$ cat config.mk
export PLATFORM = sky130hd
export DESIGN_NAME = seg_display_ctrl
export DESIGN_NICKNAME = d
export VERILOG_FILES = /design/src/rtl/display_pkg.sv /design/src/rtl/bin2bcd_seq.sv /design/src/rtl/seg_display_ctrl.sv
export SDC_FILE = /design/constraint.sdc
export NUM_CORES = 1
export LEC_CHECK = 0
export ABC_AREA = 0
export CORE_UTILIZATION = 53
export DETAILED_ROUTE_END_ITERATION = 6
export PLACE_DENSITY = 0.72
export SLEW_MARGIN = 10
export SYNTH_ARGS = -nofsm -noshare
export SYNTH_HDL_FRONTEND = slang
export SYNTH_SLANG_ARGS = --single-unit
$ cat constraint.sdc
create_clock -name clock -period 4.1 [get_ports clock]
set_clock_uncertainty 0.1 [all_clocks]
set_input_delay 0.41 -clock clock [delete_from_list [all_inputs] [get_ports clock]]
set_output_delay 0.41 -clock clock [all_outputs]
set_load 0.05 [all_outputs]
$ cat src/rtl/display_pkg.sv
// display_pkg: seven-segment font and controller state shared by the display blocks.
package display_pkg;

    localparam logic [7:0] SEG_BLANK = 8'h00;

    localparam logic [7:0] SEG_HEX [16] = '{
        8'h3F, 8'h06, 8'h5B, 8'h4F, 8'h66, 8'h6D, 8'h7D, 8'h07,
        8'h7F, 8'h6F, 8'h77, 8'h7C, 8'h39, 8'h5E, 8'h79, 8'h71
    };

    typedef enum logic [1:0] {IDLE, CAPTURE, CONV, COMMIT} state_t;

endpackage

$ cat src/rtl/bin2bcd_seq.sv
// bin2bcd_seq: iterative double-dabble; start loads and performs the first shift,
// done pulses the cycle after the W-th shift.
module bin2bcd_seq #(
    parameter int W   = 16,
    parameter int DPC = 5
) (
    input  logic             clock,
    input  logic             reset,
    input  logic             start,
    input  logic [W-1:0]     bin,
    output logic [4*DPC-1:0] bcd,
    output logic             done
);

    localparam int CW = $clog2(W + 1);

    logic [W-1:0]     sr;
    logic [CW-1:0]    cnt;
    logic [4*DPC-1:0] adj;

    always_comb begin
        adj = bcd;
        for (int i = 0; i < DPC; i++)
            if (bcd[4*i +: 4] >= 4'd5) adj[4*i +: 4] = bcd[4*i +: 4] + 4'd3;
    end

    always_ff @(posedge clock) begin
        if (reset) begin
            sr   <= '0;
            bcd  <= '0;
            cnt  <= '0;
            done <= 1'b0;
        end else begin
            done <= 1'b0;
            if (start) begin
                sr  <= bin << 1;
                bcd <= {{(4*DPC-1){1'b0}}, bin[W-1]};
                cnt <= CW'(W - 1);
            end else if (cnt != '0) begin
                {bcd, sr} <= {adj[4*DPC-2:0], sr, 1'b0};
                cnt       <= cnt - CW'(1);
                done      <= (cnt == CW'(1));
            end
        end
    end

endmodule

$ cat src/rtl/seg_display_ctrl.sv
// seg_display_ctrl: captures NCH channel values, converts them to hex/decimal digits
// in a shadow frame, commits the frame atomically and scans it onto one segment bus.
module seg_display_ctrl
    import display_pkg::*;
#(
    parameter int W        = 16,
    parameter int NCH      = 2,
    parameter int DPC      = 5,
    parameter int SCAN_DIV = 4096
) (
    input  logic               clock,
    input  logic               reset,
    input  logic [NCH*W-1:0]   val_in,
    input  logic               load,
    input  logic               dec_mode,
    input  logic               lz_blank,
    output logic [7:0]         seg_out,
    output logic [NCH*DPC-1:0] seg_sel,
    output logic               busy
);

    localparam int ND  = NCH * DPC;
    localparam int BW  = 4 * DPC;
    localparam int CHW = NCH > 1 ? $clog2(NCH) : 1;
    localparam int PW  = SCAN_DIV > 1 ? $clog2(SCAN_DIV) : 1;
    localparam int DW  = ND > 1 ? $clog2(ND) : 1;

    state_t           state, state_d;
    logic [NCH*W-1:0] cur_val, hold_val;
    logic             cur_dec, cur_lz, hold_dec, hold_lz, pending;
    logic [CHW-1:0]   ch, conv_idx;
    logic [BW-1:0]    shadow [NCH];
    logic [7:0]       disp [ND];
    logic [7:0]       disp_d [ND];
    logic [PW-1:0]    pre;
    logic [DW-1:0]    pos, pos_d;
    logic             start, done, relatch, take, step;
    logic [BW-1:0]    bcd, hex_dig;

    // The next channel's conversion is launched while the current result is stored,
    // so each decimal channel costs exactly W cycles.
    assign conv_idx = (state == CAPTURE) ? '0 : ch + CHW'(1);
    assign hex_dig  = BW'(cur_val[ch*W +: W]);
    assign step     = state == CONV && (!cur_dec || done);
    assign take     = (state == IDLE && load) || relatch;
    assign busy     = state != IDLE;

    bin2bcd_seq #(.W(W), .DPC(DPC)) u_bcd (
        .clock (clock),
        .reset (reset),
        .start (start),
        .bin   (cur_val[conv_idx*W +: W]),
        .bcd   (bcd),
        .done  (done)
    );

    always_comb begin
        state_d = state;
        start   = 1'b0;
        relatch = 1'b0;
        case (state)
            IDLE:    state_d = load ? CAPTURE : IDLE;
            CAPTURE: begin
                state_d = CONV;
                start   = cur_dec;
            end
            CONV: if (step) begin
                state_d = (ch == CHW'(NCH - 1)) ? COMMIT : CONV;
                start   = cur_dec && ch != CHW'(NCH - 1);
            end
            COMMIT: begin
                relatch = load || pending;
                state_d = relatch ? CAPTURE : IDLE;
            end
            default: state_d = IDLE;
        endcase
    end

    always_ff @(posedge clock) begin
        if (reset) begin
            state    <= IDLE;
            ch       <= '0;
            pending  <= 1'b0;
            cur_val  <= '0;
            cur_dec  <= 1'b0;
            cur_lz   <= 1'b0;
            hold_val <= '0;
            hold_dec <= 1'b0;
            hold_lz  <= 1'b0;
            for (int c = 0; c < NCH; c++) shadow[c] <= '0;
        end else begin
            state <= state_d;
            if (take)
                {cur_val, cur_dec, cur_lz} <= load ? {val_in, dec_mode, lz_blank}
                                                   : {hold_val, hold_dec, hold_lz};
            if (load && state != IDLE) {hold_val, hold_dec, hold_lz} <= {val_in, dec_mode, lz_blank};
            pending <= (state == COMMIT) ? 1'b0 : pending | (load && state != IDLE);
            ch      <= (state == CAPTURE) ? '0 : step ? ch + CHW'(1) : ch;
            if (step) shadow[ch] <= cur_dec ? bcd : hex_dig;
        end
    end

    // Blanking and font lookup happen only at commit, so the visible frame changes in one step.
    always_comb begin
        disp_d = disp;
        if (state == COMMIT)
            for (int c = 0; c < NCH; c++)
                for (int k = 0; k < DPC; k++)
                    disp_d[c*DPC+k] = (cur_lz && k > 0 && (shadow[c] >> (4*k)) == '0)
                                      ? SEG_BLANK : SEG_HEX[shadow[c][4*k +: 4]];
    end

    assign pos_d = (pre == PW'(SCAN_DIV - 1)) ? ((pos == DW'(ND - 1)) ? '0 : pos + DW'(1)) : pos;

    always_ff @(posedge clock) begin
        if (reset) begin
            pre     <= '0;
            pos     <= '0;
            seg_sel <= ND'(1);
            seg_out <= SEG_BLANK;
            for (int i = 0; i < ND; i++) disp[i] <= SEG_BLANK;
        end else begin
            pre     <= (pre == PW'(SCAN_DIV - 1)) ? '0 : pre + PW'(1);
            pos     <= pos_d;
            seg_sel <= ND'(1) << pos_d;
            seg_out <= disp_d[pos_d];
            disp    <= disp_d;
        end
    end

endmodule

Word-level counts from Yosys, hierarchy flattened
Memories as Yosys holds them, arrays and structs flattened. Cells that the tools add are included.

Register bits: 227. Memory bits (writable): 40. Memory bits (read-only): 1280. Bits of input ports: 37. Output and inout port bits: 19. Logic and storage cells: 187. Memories kept: 11.

$add $sub $neg: 9. $lt $le $gt $ge: 16. Eq/ne operators: 7. Shifts and indexed selects: 3. Muxes and demuxes: 64. Bitwise gates (word level): 14. Reduce and logical (&&, ||, !) cells: 34.

Memories: (name not given) (words 16, bits a word 8, read ports 1, clocked after Yosys merged registers in 0, wr ports 0, line seg_display_ctrl.sv:110) `? SEG_BLANK : SEG_HEX[shadow[c][4*k +: 4]];`; (name not given) (words 16, bits a word 8, read ports 1, clocked after Yosys merged registers in 0, wr ports 0, line seg_display_ctrl.sv:110); (name not given) (words 16, bits a word 8, read ports 1, clocked after Yosys merged registers in 0, wr ports 0, line seg_display_ctrl.sv:110); (name not given) (words 16, bits a word 8, read ports 1, clocked after Yosys merged registers in 0, wr ports 0, line seg_display_ctrl.sv:110); (name not given) (words 16, bits a word 8, read ports 1, clocked after Yosys merged registers in 0, wr ports 0, line seg_display_ctrl.sv:110); (name not given) (words 16, bits a word 8, read ports 1, clocked after Yosys merged registers in 0, wr ports 0, line seg_display_ctrl.sv:110); 5 more memories.

Operators with widths (number): 8-bit two-way mux (30); 20-bit zero test (8); 80-bit two-way mux (1); 32-bit by 6-bit indexed part select with 16-bit output (2); 5-bit greater-or-equal comparator, second input constant (11); 4-bit NOT with 5-bit output (11); 20-bit two-way mux (2); 34-bit two-way mux (1); 8-bit binary-select mux with 4-bit select (1); 16-bit two-way mux (2); 4-bit two-way mux (8); 4-bit by 3-bit greater-or-equal comparator with 1-bit output, second input constant (5); 20-bit OR reduction (1); 4-bit by 2-bit adder with 4-bit output, second input constant (4); 1-bit two-way mux (15); 12-bit by 1-bit adder with 12-bit output, second input constant (1); 12-bit equality test, second input constant (1); 1-bit logical AND (12); 1-bit by 4-bit << shifter with 10-bit output, first input constant (1); 2-bit case mux with 4 select lines (1); 2-bit OR reduction (4); 5-bit by 1-bit equality test with 1-bit output, second input constant (1); 5-bit nonzero test (1); 5-bit by 1-bit subtractor with 5-bit output, second input constant (1); 17 further kinds (22).

Longest topological paths before layout
Gate-level depths: netlist (run 1). An unclocked memory read counts as a cell.

Depth after elaboration: 10. Gate-level depth with buffers: 10. Gate-level depth less buffers: 8.

By module
A second synthesis (run 1) with hierarchy kept.

Cell total of the unflattened synthesis: 1630. Area, all modules: 14178.6 µm².

Modules (own cells, without submodules): seg_display_ctrl (instances 1, cells each 1393, area an instance 12040.3 µm², seq. area each 4924.7 µm²); bin2bcd_seq (instances 1, cells each 237, area an instance 2138.3 µm², seq. area each 820.8 µm²).

Worst setup path before layout (run 1)
No wires, ideal clock.

Path kind: input port to flip-flop. Start point: input reset. End point: memory shadow[0][0] (netlist name), enable pin. Setup time: 0.401 ns. Data arrival time: 2.070 ns. Required time: 3.599 ns. Path slack: 1.528 ns. Cell stages on the path: 5. Path buffers: 4. Path through: clkbuf_1 > clkbuf_1 > clkbuf_1 > clkbuf_1 > o21bai_1.

RTL lines: from (decl) (line seg_display_ctrl.sv:12) `input logic reset,`; to (decl) (line seg_display_ctrl.sv:32) `logic [BW-1:0] shadow [NCH];`.

Worst setup path after layout (run 1)
Start point: register state[0]. End point: output busy.

Cells in the longest elaborated chain, start to end: 1.

Ends and longest elaborated chain: from (decl) (line seg_display_ctrl.sv:28) `state_t state, state_d;`; from (signal assigned) (line seg_display_ctrl.sv:92) `state <= state_d;`; 2-bit nonzero test (line seg_display_ctrl.sv:46) `assign busy = state != IDLE;`; to (decl) (line seg_display_ctrl.sv:19) `output logic busy`.

No other way between the ends.

==> metrics.md, run 1 <==
| Metric | Value |
|---|---|
| Outcome | `finished, violations left` |
| Failing checks | `design-rule violations` |
| Top cell by count, worst path | `inv_1` |
| Unrepaired setup endpoints after global routing | `false` |
| Worst reg-to-reg path cell count | `7` |
| Most Crowded Layer GR | `met2` |
| Final setup vio count | `0` |
| P&R area growth vs syn | `12.04%` |
| Die Width | `166.2 um` |
| # rows | `59` |
| CORE AREA | `26280 um2` |
| DRC Markers | `6` |
| Number of global-route vias before repair | `10.78k` |
| Global-route usage over all layers | `24.69%` |
| VDD IR-drop max | `348.1 uV` |
| Syn nets | `1780` |
| Fin area | `16010 um2` |
| Critical path, cell by cell | `inv_1 -> ha_1 -> inv_1 -> clkdlybuf4s50_1` |
| DRT iter0 DRCs | `815` |
| Reg-to-Reg End | `seg_out[2]` |
| Max-slew violation count | `0` |
| Hold Crit Class | `input pin to register` |
| Placer congestion estimate | `0.8791` |
| First-pass iteration count of the detailed router | `7` |
| Met1 GRT Util | `32.71%` |
| Worst hold path depth | `2` |
| Gr ovfl total | `0` |
| CP max FO | `4` |
| Yosys reg bits | `267` |
| FF-to-FF Start | `pre[0]` |
| Ports | `56` |
| CTS tree | `yes` |
| Die area | `27630 um2` |
| Clock root cell | `clkbuf_16` |
| Initial Util | `54.38%` |
| Prevailing post-synth register cell | `dfxtp_1` |
| DP Wirelength | `24.27 mm` |
| TritonCTS Buffers | `29` |
| H-tree depth reported by CTS | `1` |
| DRT Wirelength | `34.33 mm` |
| Post-synth cell types | `72` |
| Layout cells sized above 1 | `7.416%` |
| Register area share after synthesis | `40.20%` |
| Worst Hold Path EP | `disp[58]` |
| Pwr dens | `441.8 nW/um2` |
| Clk Latency, worst-skew pair | `560 ps` |
| # port buffers | `55` |
| Grt met2 use | `41.11%` |
| Worst-Margin Slew | `1159 ps` |
| Antenna Nets Post-Route | `0` |
| Hold path start | `reset` |
| # fillers | `2292` |
| Sink Count | `267` |
| Post-synth EDFFs | `40` |
| CP required | `3590 ps` |
| Final period util | `68.23%` |
| Per-cell routed wire length | `17.11 um` |
| Startpoint types | `register` |
| Nets | `1766` |
| Ys async rst share | `0%` |
| Min Tclk post-route | `2797 ps` |
| Met3 usage in global routing | `2.860%` |
| P_leak | `5.945 nW` |
| F_max | `357.5 MHz` |
| MaxCap Viol Count | `0` |
| First-pass GRT wire length | `56.02 mm` |
| Worst stage delay on the critical path | `840 ps` |
| Largest net degree at the start of global routing | `91` |
| # hold bufs at CTS | `0` |
| R2R setup slack | `1310 ps` |
| Worst path slowest cell | `clkdlybuf4s50_1` |
| Nature of the critical path endpoint | `primary output` |
| Max-slew headroom | `22.52%` |
| Crit path buffers/inverters | `3` |
| Critical path type | `register to primary output` |
| Post-Syn Area | `14290 um2` |
| Register area | `5746 um2` |
| Avg Cell Area, Syn | `8.594 um2` |
| YS warnings | `0` |
| Final Hold Vio Count | `0` |
| Final setup TNS | `0 ps` |
| Initial antenna violation count | `0` |
| Post-Syn Instances | `1663` |
| Setup Buffers After CTS | `0` |
| Post_cts resized | `0` |
| Area of the multi-input gates | `7874 um2` |
| Final worst setup slack | `1303 ps` |
| Inserted Diodes | `0` |
| Place WS | `1338 ps` |
| Via density | `5.813` |
| Placed inst area | `14970 um2` |
| Die height | `166.2 um` |
| Clock buffer depth | `3` |
| Crit path arrival time | `2290 ps` |
| Reg clk slew, reported paths | `60 ps` |
| Total number of vias | `11.67k` |
| CP delay by family, top | `buffers and inverters` |
where the power goes:
part           switching [mW]  total (mW)  internal (mW)  leakage (nW)
registers               0.191        3.02           2.83          2.26
logic                   0.757        1.21          0.457          3.18
clock network            1.09        2.84           1.75         0.506
area by class of cell:
class	count	area share, %
multi-input cells	1214	49.18
flip-flops and latches	267	35.88
clock buffers	38	4.993
repair buffers	72	4.290
well taps	335	2.618
inverters	65	1.524
clock inverters	16	1.516
worst reg2reg max path, delay by kind of cell, from the launching register on:
| kind | cells | cell delay (ps) |
|---|---|---|
| AO/OA/AOI/OAI | 2 | 550 |
| XOR/XNOR | 1 | 400 |
| adder cells (fa/ha/maj) | 1 | 210 |
| flip-flops | 1 | 360 |
| AND/OR/NAND/NOR | 3 | 1010 |
Yosys cell counts (21+ instances only):
| master | count | share of area [%] |
|---|---|---|
| nand3_1 | 27 | 0.95 |
| nor2_1 | 212 | 5.6 |
| mux2_2 | 27 | 2.1 |
| nand2_1 | 173 | 4.5 |
| inv_1 | 65 | 1.7 |
| nor2b_1 | 57 | 2.5 |
| ha_1 | 80 | 7.0 |
| clkbuf_1 | 88 | 2.3 |
| dfxtp_1 | 227 | 32 |
| nor3_1 | 29 | 1.0 |
| edfxtp_1 | 40 | 8.4 |
| o21ai_0 | 48 | 1.7 |
| a21oi_1 | 137 | 4.8 |
| and2_1 | 21 | 0.92 |
| a211oi_1 | 68 | 3.6 |
| mux2i_1 | 79 | 5.5 |
| buf_1 | 24 | 0.63 |
cell families (layout without fill, tap and decap cells):
logic type      after synthesis  after routing  synth area share, %
fa+ha+maj                    80             80                7.004
xor+xnor                     21             21                1.392
flops                       267            267                40.20
mux                         111            111                8.449
simple gates                604            604                19.91
buf+inv                     182            191                4.842
compound gates              398            398                18.20
placed cells by master (no fill, tap or decap), drive strengths merged, types with 21 or more instances in the layout:
cell / synthesis / layout
a211oi: 68 / 68
a21oi: 137 / 137
and2: 21 / 21
clkbuf: 88 / 38
clkdlybuf4s50: 0 / 53
dfxtp: 227 / 227
edfxtp: 40 / 40
ha: 80 / 80
inv: 65 / 67
mux2: 27 / 27
mux2i: 79 / 79
nand2: 173 / 173
nand3: 29 / 29
nor2: 214 / 214
nor2b: 57 / 57
nor3: 29 / 29
o21ai: 50 / 50
metal layers:
layer	share of wire, %	wire length (um)	vias to the layer above
li1	-	-	5819
met1	44	15260	5460
met2	47	16180	317
met3	4.6	1568	70
met4	3.8	1319	0
met5	0	0	-
registers in the layout (all words and copies together) (netlist names), 2 cells and up:
register   count
pos            4
pre           12
u_bcd.sr      15
cur_val       32
seg_out        8
state          2
u_bcd.cnt      5
hold_val      32
seg_sel       10
shadow        40
disp          80
u_bcd.bcd     20
worst max-delay path by stage:
stage | start | cells after the start | slack, ps | endpoint
2_1_floorplan | reset | 5 | 1530 | shadow[0][0]
3_3_place_gp | pre[0] | 7 | 1390 | seg_out[4]
3_5_place_dp | pre[0] | 7 | 1340 | seg_out[2]
4_1_cts | state[0] | 4 | 1290 | busy
5_1_grt | pos[1] | 6 | 1090 | seg_out[6]
6_report | state[0] | 4 | 1300 | busy
metrics by stage:
stage | util [%] | power, mW | std cells | hold slack (ps)
6_report | 60.93 | 7.074 | 2007 | 239.8
2_1_floorplan | - | 3.938 | 1663 | 323.9
4_1_cts | 60.93 | 7.103 | 2007 | 249.1
5_1_grt | 60.93 | 7.387 | 2007 | 281.4
3_5_place_dp | 56.96 | 4.281 | 1953 | 342.4
3_3_place_gp | 56.96 | 4.247 | 1953 | 339.8
Note: power is estimated with default switching activity, not from simulation.
==> run 2: changes to the inputs <==
==> constraint.sdc (replaced) <==
create_clock -name clock -period 2.8 [get_ports clock]
set_clock_uncertainty 0.1 [all_clocks]
set_input_delay 0.28 -clock clock [delete_from_list [all_inputs] [get_ports clock]]
set_output_delay 0.28 -clock clock [all_outputs]
set_load 0.05 [all_outputs]
==> run 2 against run 1 <==
Sequential cell count unchanged. Via count decreased by 0.36%. Non-clock buffer count increased by 34. Die area unchanged. Global-route usage decreased by 0.32 points. Combinational power increased by 52%. Sequential power increased by 46%. Register-to-register slack got worse by 1100 ps. Critical path depth unchanged. Setup slack got worse by 1200 ps. Largest power group unchanged. Critical path type unchanged. The flow still finishes with violations (design-rule violations). Worst hold slack got worse by 200 ps. Cell count increased by 1.6%.
==> metrics.md, run 2 (synthesis gave the netlist of run 1 again) <==
| Metric | Value |
|---|---|
| Outcome | `finished, violations left` |
| Failing checks | `design-rule violations` |
| Placed inst area | `15240 um2 (+1.8%)` |
| Die Width | `166.2 um (unchanged)` |
| Die area | `27630 um2 (unchanged)` |
| # fillers | `2276 (-0.70%)` |
| Largest Register | `disp` |
| Commonest non-fill, non-tap cell in the layout | `dfxtp_1` |
| Antenna Nets Post-Route | `0 (unchanged)` |
| Nets | `1800 (+1.9%)` |
| VDD IR-drop max | `463.1 uV (+33%)` |
| Number of global-route vias before repair | `10.87k (+0.78%)` |
| # port buffers | `55 (unchanged)` |
| Largest net degree at the start of global routing | `98 (+7.7%)` |
| Max-slew violation count | `0 (unchanged)` |
| DP Wirelength | `24.63 mm (+1.5%)` |
| Per-cell routed wire length | `16.59 um (-3.0%)` |
| First-pass GRT wire length | `55.20 mm (-1.5%)` |
| Die height | `166.2 um (unchanged)` |
| Startpoint types | `register` |
| Sink Count | `267 (unchanged)` |
| Ports | `56 (unchanged)` |
| CP required | `2420 ps (-1170 ps)` |
| # hold bufs at CTS | `0 (unchanged)` |
| Unrepaired setup endpoints after global routing | `false` |
| Hold slack | `35.96 ps (-203.9 ps)` |
| Min Tclk post-route | `2712 ps` |
| Crit path arrival time | `2330 ps (+40 ps)` |
| DRT iter0 DRCs | `956 (+17%)` |
| CORE AREA | `26280 um2 (unchanged)` |
| Initial antenna violation count | `0 (unchanged)` |
| Clock buffer depth | `3 (unchanged)` |
| Setup Buffers After CTS | `0 (unchanged)` |
| CTS tree | `yes` |
| Worst-Margin Slew | `1067 ps (-92.05 ps)` |
| Area of the multi-input gates | `7874 um2 (unchanged)` |
| Via density | `5.698 (-2.0%)` |
| Fin area | `16220 um2 (+1.3%)` |
| Final period util | `96.85%` |
| Final Util | `61.74% (+0.81 points)` |
| Total power draw | `10.15 mW (+43%)` |
| Layout cells sized above 1 | `9.326% (+1.9 points)` |
| Largest register FFs | `80 (unchanged)` |
| Placer congestion estimate | `0.8760 (-0.35%)` |
| Max-slew headroom | `28.84% (+6.3 points)` |
| P&R area growth vs syn | `13.53%` |
| Largest regs | `disp: 80 flops, shadow: 40 flops` |
| Reg clk slew, reported paths | `60 ps (about the same)` |
| Final Hold Vio Count | `0 (unchanged)` |
| DRC Markers | `9 (+3)` |
| Total number of vias | `11.62k (-0.36%)` |
| Pwr dens | `625.3 nW/um2 (+42%)` |
| Post_cts resized | `0 (unchanged)` |
| Hold Crit Class | `input pin to register` |
| Nature of the critical path endpoint | `primary output` |
| MaxCap Viol Count | `0 (unchanged)` |
| Final setup TNS | `0 ps (unchanged)` |
| P_leak | `6.086 nW (+2.4%)` |
| Clk Latency, worst-skew pair | `550 ps (about the same)` |
| TritonCTS Buffers | `29 (unchanged)` |
| H-tree depth reported by CTS | `1 (unchanged)` |
| Register area | `5746 um2 (unchanged)` |
| Inserted Diodes | `0 (unchanged)` |
| Commonest cells after routing, fill and taps aside | `dfxtp_1, nor2_1, nand2_1, a21oi_1` |
| Global-route usage over all layers | `24.37% (-0.32 points)` |
| Gr ovfl total | `0 (unchanged)` |
| CP max FO | `4 (unchanged)` |
| Critical path type | `register to primary output` |
| Final setup vio count | `0 (unchanged)` |
| DRT Wirelength | `33.84 mm (-1.4%)` |
| Clock root cell | `clkbuf_16` |
| F_max | `368.8 MHz` |
| First-pass iteration count of the detailed router | `7 (unchanged)` |
| # rows | `59 (unchanged)` |
| Initial Util | `54.38% (unchanged)` |
-- run 2: path summary, 6_finish.rpt --
path,to,cells past startpoint,start,slack [ps]
max,busy,4,state[0],90
min,pos[1],2,reset,40
max reg2reg,seg_out[4],8,shadow[1][9],180
min reg2reg,hold_val[27],2,hold_val[27],350
-- run 2: layer usage --
metal  wire, um  track usage, %  share of wire (%)  vias to the layer above
li1           -               -                  -                     5887
met1      15010           31.14                 44                     5404
met2      16260           42.36                 48                      279
met3       1465           2.717                4.3                       54
met4       1102           9.138                3.3                        0
met5          0               0                  0                        -
-- run 2: final cells by class --
type / count / share of cell area, %
inverter: 65 / 1.504
sequential: 267 / 35.41
multi-input combinational: 1214 / 48.53
timing repair buffer: 106 / 5.884
clock inverter: 16 / 1.049
tap: 335 / 2.583
clock buffer: 37 / 5.036
-- run 2: where the power goes --
part	internal, mW	switching, mW
clock	2.34	1.58
sequential	4.15	0.250
combinational	0.706	1.13
total	7.19	2.96
-- run 2: through the flow --
step	setup slack, ps	cells
6_report	88.16	2040
5_1_grt	2.633	2040
4_1_cts	75.38	2040
3_5_place_dp	224.0	1987
3_3_place_gp	253.3	1987
2_1_floorplan	301.6	1663
-- run 2: critical path, stage by stage (launching register included) --
cell	delay, ps
dfxtp_1	390
inv_1	80
ha_1	240
inv_1	180
clkdlybuf4s50_1	880
==> run 3: changes to the inputs <==
--- a/config.mk
+++ b/config.mk
@@ -6,9 +6,10 @@
 export NUM_CORES = 1
 export LEC_CHECK = 0
 export ABC_AREA = 0
-export CORE_UTILIZATION = 53
+export CORE_UTILIZATION = 48
 export DETAILED_ROUTE_END_ITERATION = 6
-export PLACE_DENSITY = 0.72
+export PLACE_DENSITY = 0.66
+export RECOVER_POWER = 25
 export SLEW_MARGIN = 10
 export SYNTH_ARGS = -nofsm -noshare
 export SYNTH_HDL_FRONTEND = slang
==> run 3 against run 2 <==
The run now ends clean. Clock power about the same. Combinational power about the same. Critical path type is now register to register. Global-route usage decreased by 1.5 points. Cell count increased by 2.3%. Non-clock buffer count decreased by 4. Critical endpoint is now seg_out[4]. Die area increased by 10%. Sequential power about the same. Utilization decreased by 5.6 points.
==> metrics.md, run 3 (synthesis gave the netlist of run 1 again) <==
| Metric | Value |
|---|---|
| Outcome | `completed` |
| DRT iter0 DRCs | `764 (-20%)` |
| Largest Register | `disp` |
| FF-to-FF Start | `shadow[1][16]` |
| # hold bufs at CTS | `0 (unchanged)` |
| Crit path arrival time | `2970 ps (+640 ps)` |
| Sink Count | `267 (unchanged)` |
| TritonCTS Buffers | `30 (+3.4%)` |
| Global-route usage over all layers | `22.89% (-1.5 points)` |
| Pwr dens | `623.9 nW/um2 (-0.22%)` |
| Final worst setup slack | `175.1 ps (+86.95 ps)` |
| Layout cells sized above 1 | `9.043% (-0.28 points)` |
| Number of global-route vias before repair | `10.95k (+0.82%)` |
| Critical path type | `register to register` |
| Clock buffer depth | `3 (unchanged)` |
| Per-cell routed wire length | `16.61 um (+0.15%)` |
| Nets | `1797 (-0.17%)` |
| Worst-Margin Slew | `1002 ps (-65.69 ps)` |
| Max-slew violation count | `0 (unchanged)` |
| Commonest non-fill, non-tap cell in the layout | `dfxtp_1` |
| Die area | `30470 um2 (+10%)` |
| Placer congestion estimate | `0.8823 (+0.72%)` |
| DRT Wirelength | `34.67 mm (+2.5%)` |
| First-pass GRT wire length | `57.17 mm (+3.6%)` |
| Reg-to-Reg End | `seg_out[4]` |
| Clock root cell | `clkbuf_16` |
| Final Util | `56.15% (-5.6 points)` |
| Final setup TNS | `0 ps (unchanged)` |
| CTS tree | `yes` |
| Initial Util | `49.26% (-5.1 points)` |
| Final period util | `93.75% (-3.1 points)` |
| Startpoint types | `register` |
| Unrepaired setup endpoints after global routing | `false` |
| H-tree depth reported by CTS | `1 (unchanged)` |
| Min Tclk post-route | `2625 ps (-86.95 ps)` |
| Via density | `5.572 (-2.2%)` |
| F_max | `381.0 MHz (+3.3%)` |
| Ports | `56 (unchanged)` |
| Max-slew headroom | `33.17% (+4.3 points)` |
| Largest regs | `disp: 80 flops, shadow: 40 flops` |
| CP required | `3140 ps (+720 ps)` |
| R2R setup slack | `180 ps (about the same)` |
| Reg clk slew, reported paths | `60 ps (about the same)` |
| Inserted Diodes | `0 (unchanged)` |
| P&R area growth vs syn | `14.00%` |
| Largest net degree at the start of global routing | `92 (-6.1%)` |
| P_leak | `6.091 nW (about the same)` |
| # rows | `62 (+5.1%)` |
| MaxCap Viol Count | `0 (unchanged)` |
| DP Wirelength | `25.19 mm (+2.3%)` |
| First-pass iteration count of the detailed router | `5 (-2)` |
| Worst Setup EP | `seg_out[4]` |
| Final Hold Vio Count | `0 (unchanged)` |
| Largest register FFs | `80 (unchanged)` |
| Hold Crit Class | `input pin to register` |
| Place WS | `206.4 ps (-17.59 ps)` |
| VDD IR-drop max | `434.1 uV (-6.3%)` |
| Clk Latency, worst-skew pair | `560 ps (about the same)` |
| CP Launch Point | `shadow[1][16]` |
| Nature of the critical path endpoint | `register` |
| Total number of vias | `11.63k (+0.034%)` |
| Commonest cells after routing, fill and taps aside | `dfxtp_1, nor2_1, nand2_1, a21oi_1` |
| # fillers | `2633 (+16%)` |
| Worst reg-to-reg path cell count | `8 (unchanged)` |
| Final setup vio count | `0 (unchanged)` |
| Die Width | `174.6 um (+5.0%)` |
| Initial antenna violation count | `0 (unchanged)` |
| Gr ovfl total | `0 (unchanged)` |
| DRC Markers | `0 (-9)` |
| CORE AREA | `29010 um2 (+10%)` |
| CP max FO | `6 (+2)` |
| Antenna Nets Post-Route | `0 (unchanged)` |
| # port buffers | `55 (unchanged)` |
| Die height | `174.6 um (+5.0%)` |
-- run 3: cell types whose count changed in the layout (fill, tap and decap cells not counted), moves of 3 or more --
cell,delta
and2_0,+7
clkbuf_1,+3
buf_4,-9
clkbuf_8,+3
and2_1,-7
-- run 3: worst min-delay path by stage --
stage,cells past startpoint,from,slack [ps],endpoint
floorplan,2,dec_mode,320,hold_dec
global placement,2,hold_val[28],340,hold_val[28]
finish,2,reset,50,pos[1]
CTS,2,reset,40,pre[10]
detailed placement,1,disp[47],340,disp[47]
global route,2,reset,70,disp[25]
-- run 3: repair_timing --
item / in CTS / in global routing
resized for setup: 0 / 1
setup endpoints to repair: 0 / 1
buffers inserted: 0 / 0
-- run 3: layout make-up --
type | count | area (um2) | area share [%]
Clock inverter | 12 | 107.6 | 0.6605
Timing Repair Buffer | 102 | 942.2 | 5.783
Multi-Input combinational cell | 1214 | 7880 | 48.37
Clock buffer | 43 | 892.1 | 5.476
Tap cell | 384 | 480.5 | 2.949
Inverter | 65 | 244.0 | 1.498
Sequential cell | 267 | 5746 | 35.27
-- run 3: critical path, stage by stage, from the launching register on --
cell and delay [ps]:
edfxtp_1 470, inv_1 160, ha_1 180, and4bb_1 320, nand3_2 100, o211a_1 140
mux4_2 480, a211o_1 320, a211o_1 220
-- run 3: metal layers --
layer  part of all wire [%]  track usage, %  vias up
li1                       -               -     5893
met1                     45           29.49     5430
met2                     48           39.79      239
met3                    3.7           2.559       66
met4                    3.5           7.500        0
met5                      0               0        -
-- run 3: per-stage QoR --
step	cell area [um2]	instances	power [mW]	hold slack (ps)
final	16290	2087	10.17	47.58
after floorplan	14290	1663	5.767	316.0
after global placement	15300	2032	6.302	340.7
after detailed placement	15300	2032	6.346	344.6
after CTS	16300	2087	10.24	39.14
after global routing	16290	2087	10.68	67.46
-- run 3: where the power goes --
group          internal, mW  switching, mW  total (mW)  leakage [nW]
clock                  2.31           1.59        3.90         0.499
combinational         0.724           1.14        1.86          3.34
sequential             4.15          0.253        4.40          2.26
total                  7.18           2.99        10.2          6.09
